==> src/rtl/bpu_update_ctrl_pkg.sv <==
// Shared BHT definitions: counter encodings, table geometry, queue entry layout
// and the 2-bit saturating counter update.
package bpu_update_ctrl_pkg;

   localparam int ADDR_W      = 32;
   localparam int BHT_ENTRIES = 256;
   localparam int PQ_ENTRIES  = 4;

   localparam logic [1:0] SNT = 2'b00;
   localparam logic [1:0] WNT = 2'b01;
   localparam logic [1:0] WT  = 2'b10;
   localparam logic [1:0] ST  = 2'b11;

   localparam logic [0:0] FSM_INIT = 1'b0;
   localparam logic [0:0] FSM_RUN  = 1'b1;

   typedef struct packed {
      logic [ADDR_W-1:0] pc;
      logic              hit;
      logic [1:0]        state;
      logic [ADDR_W-1:0] target;
   } pred_t;

   function automatic logic [1:0] sat_update(input logic [1:0] st, input logic taken);
      if (taken)
         return (st == ST) ? ST : st + 2'd1;
      else
         return (st == SNT) ? SNT : st - 2'd1;
   endfunction

endpackage

==> src/rtl/bpu_pred_fifo.sv <==
// In-flight prediction queue: synchronous FIFO of pred_t with a clear that
// overrides any same-cycle push or pop.
module bpu_pred_fifo
   import bpu_update_ctrl_pkg::*;
#(
   parameter int DEPTH = PQ_ENTRIES,
   localparam int PTR_W = $clog2(DEPTH),
   localparam int CNT_W = $clog2(DEPTH) + 1
) (
   input  logic             clk,
   input  logic             rst_n,
   input  logic             clear,
   input  logic             push,
   input  pred_t            din,
   input  logic             pop,
   output pred_t            head,
   output logic             full,
   output logic             empty,
   output logic [CNT_W-1:0] count
);

   pred_t            mem [DEPTH];
   logic [PTR_W-1:0] wr_ptr;
   logic [PTR_W-1:0] rd_ptr;
   logic             do_push;
   logic             do_pop;

   assign full    = (count == CNT_W'(DEPTH));
   assign empty   = (count == '0);
   assign do_push = push & ~full;
   assign do_pop  = pop & ~empty;
   assign head    = mem[rd_ptr];

   always_ff @(posedge clk) begin
      if (do_push && !clear)
         mem[wr_ptr] <= din;
   end

   always_ff @(posedge clk or negedge rst_n) begin
      if (!rst_n) begin
         wr_ptr <= '0;
         rd_ptr <= '0;
         count  <= '0;
      end else if (clear) begin
         wr_ptr <= '0;
         rd_ptr <= '0;
         count  <= '0;
      end else begin
         if (do_push) wr_ptr <= wr_ptr + 1'b1;
         if (do_pop)  rd_ptr <= rd_ptr + 1'b1;
         case ({do_push, do_pop})
            2'b10:   count <= count + 1'b1;
            2'b01:   count <= count - 1'b1;
            default: count <= count;
         endcase
      end
   end

endmodule

==> src/rtl/bpu_update_ctrl.sv <==
// BHT sequencer: clears the table after reset, then pairs queued IF predictions with
// ID resolutions to issue BHT writes and fetch redirects (all registered, 1 cycle).
module bpu_update_ctrl
   import bpu_update_ctrl_pkg::*;
#(
   parameter int TABLE_DEPTH = BHT_ENTRIES,
   parameter int Q_DEPTH     = PQ_ENTRIES,
   localparam int IDX_W      = $clog2(TABLE_DEPTH),
   localparam int N          = ADDR_W
) (
   input  logic             clk,
   input  logic             rst_n,
   input  logic             i_flush,
   input  logic             i_pred_valid,
   input  logic [N-1:0]     i_pred_pc,
   input  logic             i_pred_hit,
   input  logic [1:0]       i_pred_state,
   input  logic [N-1:0]     i_pred_target,
   output logic             o_pred_ready,
   input  logic             i_res_valid,
   input  logic             i_res_is_branch,
   input  logic             i_res_taken,
   input  logic [N-1:0]     i_res_target,
   output logic             o_redirect,
   output logic [N-1:0]     o_redirect_pc,
   output logic             o_wr_en,
   output logic             o_wr_alloc,
   output logic [IDX_W-1:0] o_wr_index,
   output logic [N-1:0]     o_wr_pc,
   output logic [N-1:0]     o_wr_target,
   output logic [1:0]       o_wr_state,
   output logic             o_init_busy,
   output logic             o_res_err
);

   localparam int CNT_W = $clog2(Q_DEPTH) + 1;

   logic [0:0]       fsm;
   logic [IDX_W-1:0] sweep;
   logic             fsm_run;
   pred_t            pred_in;
   pred_t            head;
   logic             q_full;
   logic             q_empty;
   logic [CNT_W-1:0] q_count;
   logic             pop;
   logic             pred_taken;
   logic             mispred;
   logic             q_clear;

   logic             redirect_d;
   logic [N-1:0]     redirect_pc_d;
   logic             wr_en_d;
   logic             wr_alloc_d;
   logic [IDX_W-1:0] wr_index_d;
   logic [N-1:0]     wr_pc_d;
   logic [N-1:0]     wr_target_d;
   logic [1:0]       wr_state_d;
   logic             res_err_d;

   assign fsm_run      = (fsm == FSM_RUN);
   assign o_init_busy  = ~fsm_run;
   assign o_pred_ready = fsm_run & ~q_full;

   assign pred_in = '{pc: i_pred_pc, hit: i_pred_hit, state: i_pred_state, target: i_pred_target};

   assign pop        = i_res_valid & fsm_run & ~q_empty;
   assign pred_taken = head.hit & head.state[1];
   assign mispred    = i_res_is_branch
                     ? ((i_res_taken != pred_taken) | (i_res_taken & (i_res_target != head.target)))
                     : pred_taken;
   // A mispredict empties everything behind the popped head, including a same-cycle push.
   assign q_clear    = i_flush | (pop & mispred);
   assign res_err_d  = i_res_valid & (~fsm_run | (q_count == '0));

   bpu_pred_fifo #(.DEPTH(Q_DEPTH)) u_pred_fifo (
      .clk   (clk),
      .rst_n (rst_n),
      .clear (q_clear),
      .push  (i_pred_valid & o_pred_ready),
      .din   (pred_in),
      .pop   (pop),
      .head  (head),
      .full  (q_full),
      .empty (q_empty),
      .count (q_count)
   );

   always_comb begin
      redirect_d    = pop & mispred;
      redirect_pc_d = '0;
      wr_en_d       = 1'b0;
      wr_alloc_d    = 1'b0;
      wr_index_d    = '0;
      wr_pc_d       = '0;
      wr_target_d   = '0;
      wr_state_d    = SNT;
      if (redirect_d)
         redirect_pc_d = i_res_taken ? i_res_target : head.pc + N'(4);
      if (!fsm_run) begin
         wr_en_d    = 1'b1;
         wr_alloc_d = 1'b1;
         wr_index_d = sweep;
         wr_state_d = WNT;
      end else if (pop && i_res_is_branch) begin
         wr_en_d     = 1'b1;
         wr_alloc_d  = ~head.hit;
         wr_index_d  = head.pc[IDX_W+1:2];
         wr_pc_d     = head.pc;
         wr_target_d = i_res_target;
         wr_state_d  = head.hit ? sat_update(head.state, i_res_taken)
                                : (i_res_taken ? WT : WNT);
      end
   end

   always_ff @(posedge clk or negedge rst_n) begin
      if (!rst_n) begin
         fsm           <= FSM_INIT;
         sweep         <= '0;
         o_redirect    <= 1'b0;
         o_redirect_pc <= '0;
         o_wr_en       <= 1'b0;
         o_wr_alloc    <= 1'b0;
         o_wr_index    <= '0;
         o_wr_pc       <= '0;
         o_wr_target   <= '0;
         o_wr_state    <= '0;
         o_res_err     <= 1'b0;
      end else begin
         if (!fsm_run) begin
            sweep <= sweep + 1'b1;
            if (sweep == IDX_W'(TABLE_DEPTH - 1))
               fsm <= FSM_RUN;
         end
         o_redirect    <= redirect_d;
         o_redirect_pc <= redirect_pc_d;
         o_wr_en       <= wr_en_d;
         o_wr_alloc    <= wr_alloc_d;
         o_wr_index    <= wr_index_d;
         o_wr_pc       <= wr_pc_d;
         o_wr_target   <= wr_target_d;
         o_wr_state    <= wr_state_d;
         o_res_err     <= res_err_d;
      end
   end

endmodule
==> config.mk <==
export PLATFORM = sky130hd
export DESIGN_NAME = bpu_update_ctrl
export DESIGN_NICKNAME = d
export VERILOG_FILES = /design/src/rtl/bpu_update_ctrl_pkg.sv /design/src/rtl/bpu_pred_fifo.sv /design/src/rtl/bpu_update_ctrl.sv
export SDC_FILE = /design/constraint.sdc
export NUM_CORES = 1
export LEC_CHECK = 0
export ABC_CLOCK_PERIOD_IN_PS = 13300
export BUFFER_PORTS_ARGS = -buffer_cell sky130_fd_sc_hd__buf_4
export CAP_MARGIN = 20
export CORE_ASPECT_RATIO = 1.25
export CORE_MARGIN = 5
export CORE_UTILIZATION = 37
export CTS_CLUSTER_DIAMETER = 120
export CTS_CLUSTER_SIZE = 28
export DETAILED_ROUTE_END_ITERATION = 8
export MAX_ROUTING_LAYER = met4
export SLEW_MARGIN = 20
export SYNTH_ARGS = -nofsm -noshare
export SYNTH_HDL_FRONTEND = slang
export SYNTH_SLANG_ARGS = --single-unit
==> constraint.sdc <==
create_clock -name clk -period 13.3 [get_ports clk]
set_input_delay 0.665 -clock clk [delete_from_list [all_inputs] [get_ports clk]]
set_output_delay 0.665 -clock clk [all_outputs]
set_load 0.02 [all_outputs]
==> run summary <==
The global routing usage summed across all routing layers came out at between 10% and 20%. The number of setup violations in the final report is 0. For this design, the CTS-stage hold fixing added 0 buffers. The total power density per cell area came out at between 100 and 150 nW/um2. The achievable clock frequency is 172 MHz. For this configuration, the core starts out at a cell density of 37.4%.

The final setup skew came out at 34.1 ps. The fraction of layout cells with a size suffix above 1 is ~29%. In the routed design, unresolved DRC markers number 0. In this design, the critical path's most frequently occurring cell is sky130_fd_sc_hd__buf_4.

The flow ran to the end, and the final reports show no timing, DRC or antenna violations. The clock sink count came out at between 300 and 400. The predominant post-synthesis flop cell is sky130_fd_sc_hd__edfxtp_1. The cell sitting at the root of the clock tree is a sky130_fd_sc_hd__clkbuf_16.

The combined area of the multi-input logic cells came out at around 3900 um2. TritonCTS built the clock tree. The part of the cycle the worst path needs came out at a little over two fifths. For the worst-skew pair, the clock arrives at the later sink with an insertion delay of about 540 ps.

Summed over all failing endpoints, the final setup total negative slack is 0 ps. The count of nets left with antenna violations once routing finished came out at 0. The first-pass GRT wire length came out at between 50000 and 60000 um.

The cell area after synthesis is 15400 um2. The kind of end point of the critical path is a register. The number of cells on the worst reg-to-reg path came out at 9. Leaving out fill and tap cells, the most frequent cells in the layout are 268 x sky130_fd_sc_hd__edfxtp_1, 225 x sky130_fd_sc_hd__buf_4, 124 x sky130_fd_sc_hd__dfrtp_1, 60 x sky130_fd_sc_hd__and3_1, 59 x sky130_fd_sc_hd__mux4_2. The clock transition at the registers of the reported paths came out at roughly 110 ps. The worst setup timing slack at the placement stage is roughly 7400 ps. The reported leakage power is between 6 and 7 nW.

The routed length per instance came out at around 24 um. The worst setup path is of the reg -> reg kind. The library cell used most frequently in the layout, excluding fill and tap cells, is sky130_fd_sc_hd__edfxtp_1. The count of flip-flops with a built-in enable after synthesis came out at roughly 270.

The per-cell via count in the routed design is about 5.1. The floorplan step set the die width to about 190 um. The measured slew at the worst slew-check pin is ~1100 ps.

The via count came out at about 8500. In this run the critical register-to-register path is launched from u_pred_fifo.rd_ptr[1]. The post-synth net total is 1003. The vertical extent of the die is approximately 240 um. The number of levels the H-tree was split into is 1. The worst register-to-register path ends at u_pred_fifo.mem[2][55]. The number of global-route vias before repair is a little under 9000. The max-cap violation count came out at 0. The maximum single-stage delay on the critical path came out at between 800 and 900 ps. The data arrival time at the worst-slack endpoint came out at around 6000 ps. The half-perimeter wire length of the detailed placement result is roughly 27000 um.

The headroom to the max-slew limit is between 20% and 30%. The final net count came out at 1206. After the first detailed-routing iteration, the DRC count stood at 576. The setup check on the worst reg-to-reg path leaves a slack of between 7000 and 8000 ps.

The number of antenna violations at the first check in global routing came out at 1. The signal on the critical path passes through buf_4, mux4_2, xor2_1, nor4_2, nand4_1, or4_4, o21ai_4, and4b_4, buf_4. The pin count of the biggest net entering global routing came out at 71. The quantity of I/O buffers inserted on ports came out at approximately 220.

The capturing element of the worst setup path is u_pred_fifo.mem[2][55]. The share of synthesized area occupied by flip-flops and latches is between 70% and 80%. The area of the die came out at between 40000 and 50000 um2. Relative to the synthesized area, the layout overhead comes to 17.8%. The maximum buffer depth of the clock tree came out at 3. Data on the critical path is required at its endpoint by about 13000 ps. The core region is between 40000 and 50000 um2. The number of fill cells in the layout is about 3700.

The critical path starts at u_pred_fifo.rd_ptr[1]. The number of warning messages in the yosys log came out at 0. The synthesis-stage register bit count is 394. The count of mapped cells out of synthesis came out at ~900. The cell at the slowest stage of the critical path is sky130_fd_sc_hd__o21ai_4. The final number of hold-violating endpoints came out at 0. Of all flip-flops after synthesis, the portion carrying an async set or reset was 32.0%.

Buffers added to address setup during post-CTS repair amount to 0. The remaining global-route overflow is 0. The final wirelength came out at around 40000 um.

The worst setup path is launched from a register. The first-pass iteration count of the detailed router is 5. The post-synthesis area per instance is ~17 um2. The minimum clock period is just under 6000 ps. The number of distinct standard cells referenced by the synthesized netlist came out at 52. The combined flip-flop and latch cell area came out at around 11000 um2. The congestion estimate from routability-driven global placement came to roughly 0.78.

Across the VDD grid, the largest voltage drop is 80.8 uV. The tightest min-delay check is of the in -> async type. The number of top-level design ports is ~220.

After layout, the worst setup slack is between 7000 and 8000 ps. Buffers inserted during clock tree synthesis total 18. The floorplan has between 80 and 90 rows. The peak fanout along the critical path is 49.

In this run, post-CTS repair resized a total of 0 instances. Setup repair after global routing left no endpoint under its margin. The final-report max-slew violation count is 0.
## critical path: cells and delay by family, from the launching register on
kind            cells  cell delay (ps)
compound gates      1              850
xor+xnor            1              160
buf+inv             2             1350
flops               1              740
mux                 1              420
simple gates        4             1810
## worst min path at each step
stage | endpoint | slack (ps) | cells past startpoint | from
floorplan | fsm | 370 | 0 | rst_n
global placement | sweep[4] | 460 | 1 | sweep[4]
detailed placement | sweep[4] | 460 | 1 | sweep[4]
CTS | o_wr_pc[13] | 80 | 1 | rst_n
global route | o_wr_pc[13] | 120 | 1 | rst_n
finish | o_wr_index[7] | 80 | 1 | rst_n
## cell usage after synthesis (2+ instances only)
cell type / instances / area share (%)
sky130_fd_sc_hd__edfxtp_1: 268 / 52
sky130_fd_sc_hd__dfrtp_1: 126 / 21
sky130_fd_sc_hd__and3_1: 60 / 2.4
sky130_fd_sc_hd__mux4_2: 59 / 8.6
sky130_fd_sc_hd__nor2_1: 50 / 1.2
sky130_fd_sc_hd__nand2_1: 35 / 0.85
sky130_fd_sc_hd__xor2_1: 35 / 2.0
sky130_fd_sc_hd__xnor2_1: 28 / 1.6
sky130_fd_sc_hd__mux2i_1: 26 / 1.7
sky130_fd_sc_hd__clkbuf_1: 24 / 0.59
sky130_fd_sc_hd__a211oi_1: 20 / 0.98
sky130_fd_sc_hd__inv_1: 18 / 0.44
sky130_fd_sc_hd__a21oi_1: 17 / 0.55
sky130_fd_sc_hd__nand4_1: 13 / 0.53
sky130_fd_sc_hd__nand3_1: 12 / 0.39
sky130_fd_sc_hd__nor3_1: 10 / 0.33
sky130_fd_sc_hd__buf_2: 7 / 0.23
sky130_fd_sc_hd__o21ai_0: 7 / 0.23
sky130_fd_sc_hd__a21o_1: 6 / 0.29
sky130_fd_sc_hd__and2_1: 6 / 0.24
sky130_fd_sc_hd__buf_4: 6 / 0.29
sky130_fd_sc_hd__buf_6: 6 / 0.44
sky130_fd_sc_hd__ha_1: 6 / 0.49
sky130_fd_sc_hd__a31oi_1: 4 / 0.16
sky130_fd_sc_hd__and4b_1: 4 / 0.26
sky130_fd_sc_hd__o22ai_1: 4 / 0.16
sky130_fd_sc_hd__a221oi_1: 3 / 0.17
sky130_fd_sc_hd__nor4_2: 3 / 0.24
sky130_fd_sc_hd__a2bb2oi_1: 2 / 0.11
sky130_fd_sc_hd__and4_1: 2 / 0.11
sky130_fd_sc_hd__nor4_1: 2 / 0.081
## layer usage
layer / up-vias / GRT usage [%] / part of all wire [%]
met5: - / - / 0
met4: 0 / 3.42 / 1.8
met3: 42 / 2.36 / 5.9
met2: 293 / 28.3 / 49
met1: 4388 / 23.7 / 43
li1: 3783 / - / -
## registers in the layout, indices dropped and copies added, names as in the netlist
register / flops
o_wr_state: 2
sweep: 8
o_redirect_pc: 32
u_pred_fifo.wr_ptr: 2
u_pred_fifo.rd_ptr: 2
o_wr_index: 8
o_wr_en: 1
u_pred_fifo.mem: 268
o_res_err: 1
fsm: 1
o_redirect: 1
o_wr_alloc: 1
o_wr_pc: 32
o_wr_target: 32
u_pred_fifo.count: 3
## layout make-up
| class | instances | area share [%] |
|---|---|---|
| inverter | 19 | 0.408 |
| clock buffer | 30 | 2.85 |
| tap | 552 | 3.82 |
| timing repair buffer | 226 | 9.39 |
| sequential | 394 | 61.9 |
| antenna | 1 | 0.0138 |
| clock inverter | 2 | 0.159 |
| multi-input combinational | 434 | 21.4 |
## where the power goes
group | total (mW) | internal [mW] | switching [mW]
registers | 1.31 | 1.31 | 0.0000632
logic | 0.0722 | 0.0270 | 0.0451
clock network | 0.651 | 0.276 | 0.374
total | 2.03 | 1.61 | 0.420
## per-stage QoR
step           utilization (%)  instances  area, um2  hold slack [ps]  power (mW)
4_1_cts                   44.0       1657      18100             81.1        2.05
6_report                  44.0       1658      18100             80.8        2.03
3_3_place_gp              42.7       1625      17600              462        1.41
5_1_grt                   44.0       1658      18100              118        2.10
3_5_place_dp              42.7       1625      17600              464        1.41
2_1_floorplan                -        890      15400              369        1.35
## cells by family (layout without fill, tap and decap cells)
| group | Yosys count | count (layout) | synth area share (%) |
|---|---|---|---|
| compound gates | 72 | 72 | 3.25 |
| xor+xnor | 63 | 63 | 3.59 |
| fa+ha+maj | 7 | 7 | 0.619 |
| buf+inv | 62 | 277 | 2.03 |
| flops | 394 | 394 | 72.9 |
| mux | 86 | 86 | 10.4 |
| other cells | 0 | 1 | 0 |
| simple gates | 206 | 206 | 7.25 |
(Power assumes the default switching activity.)
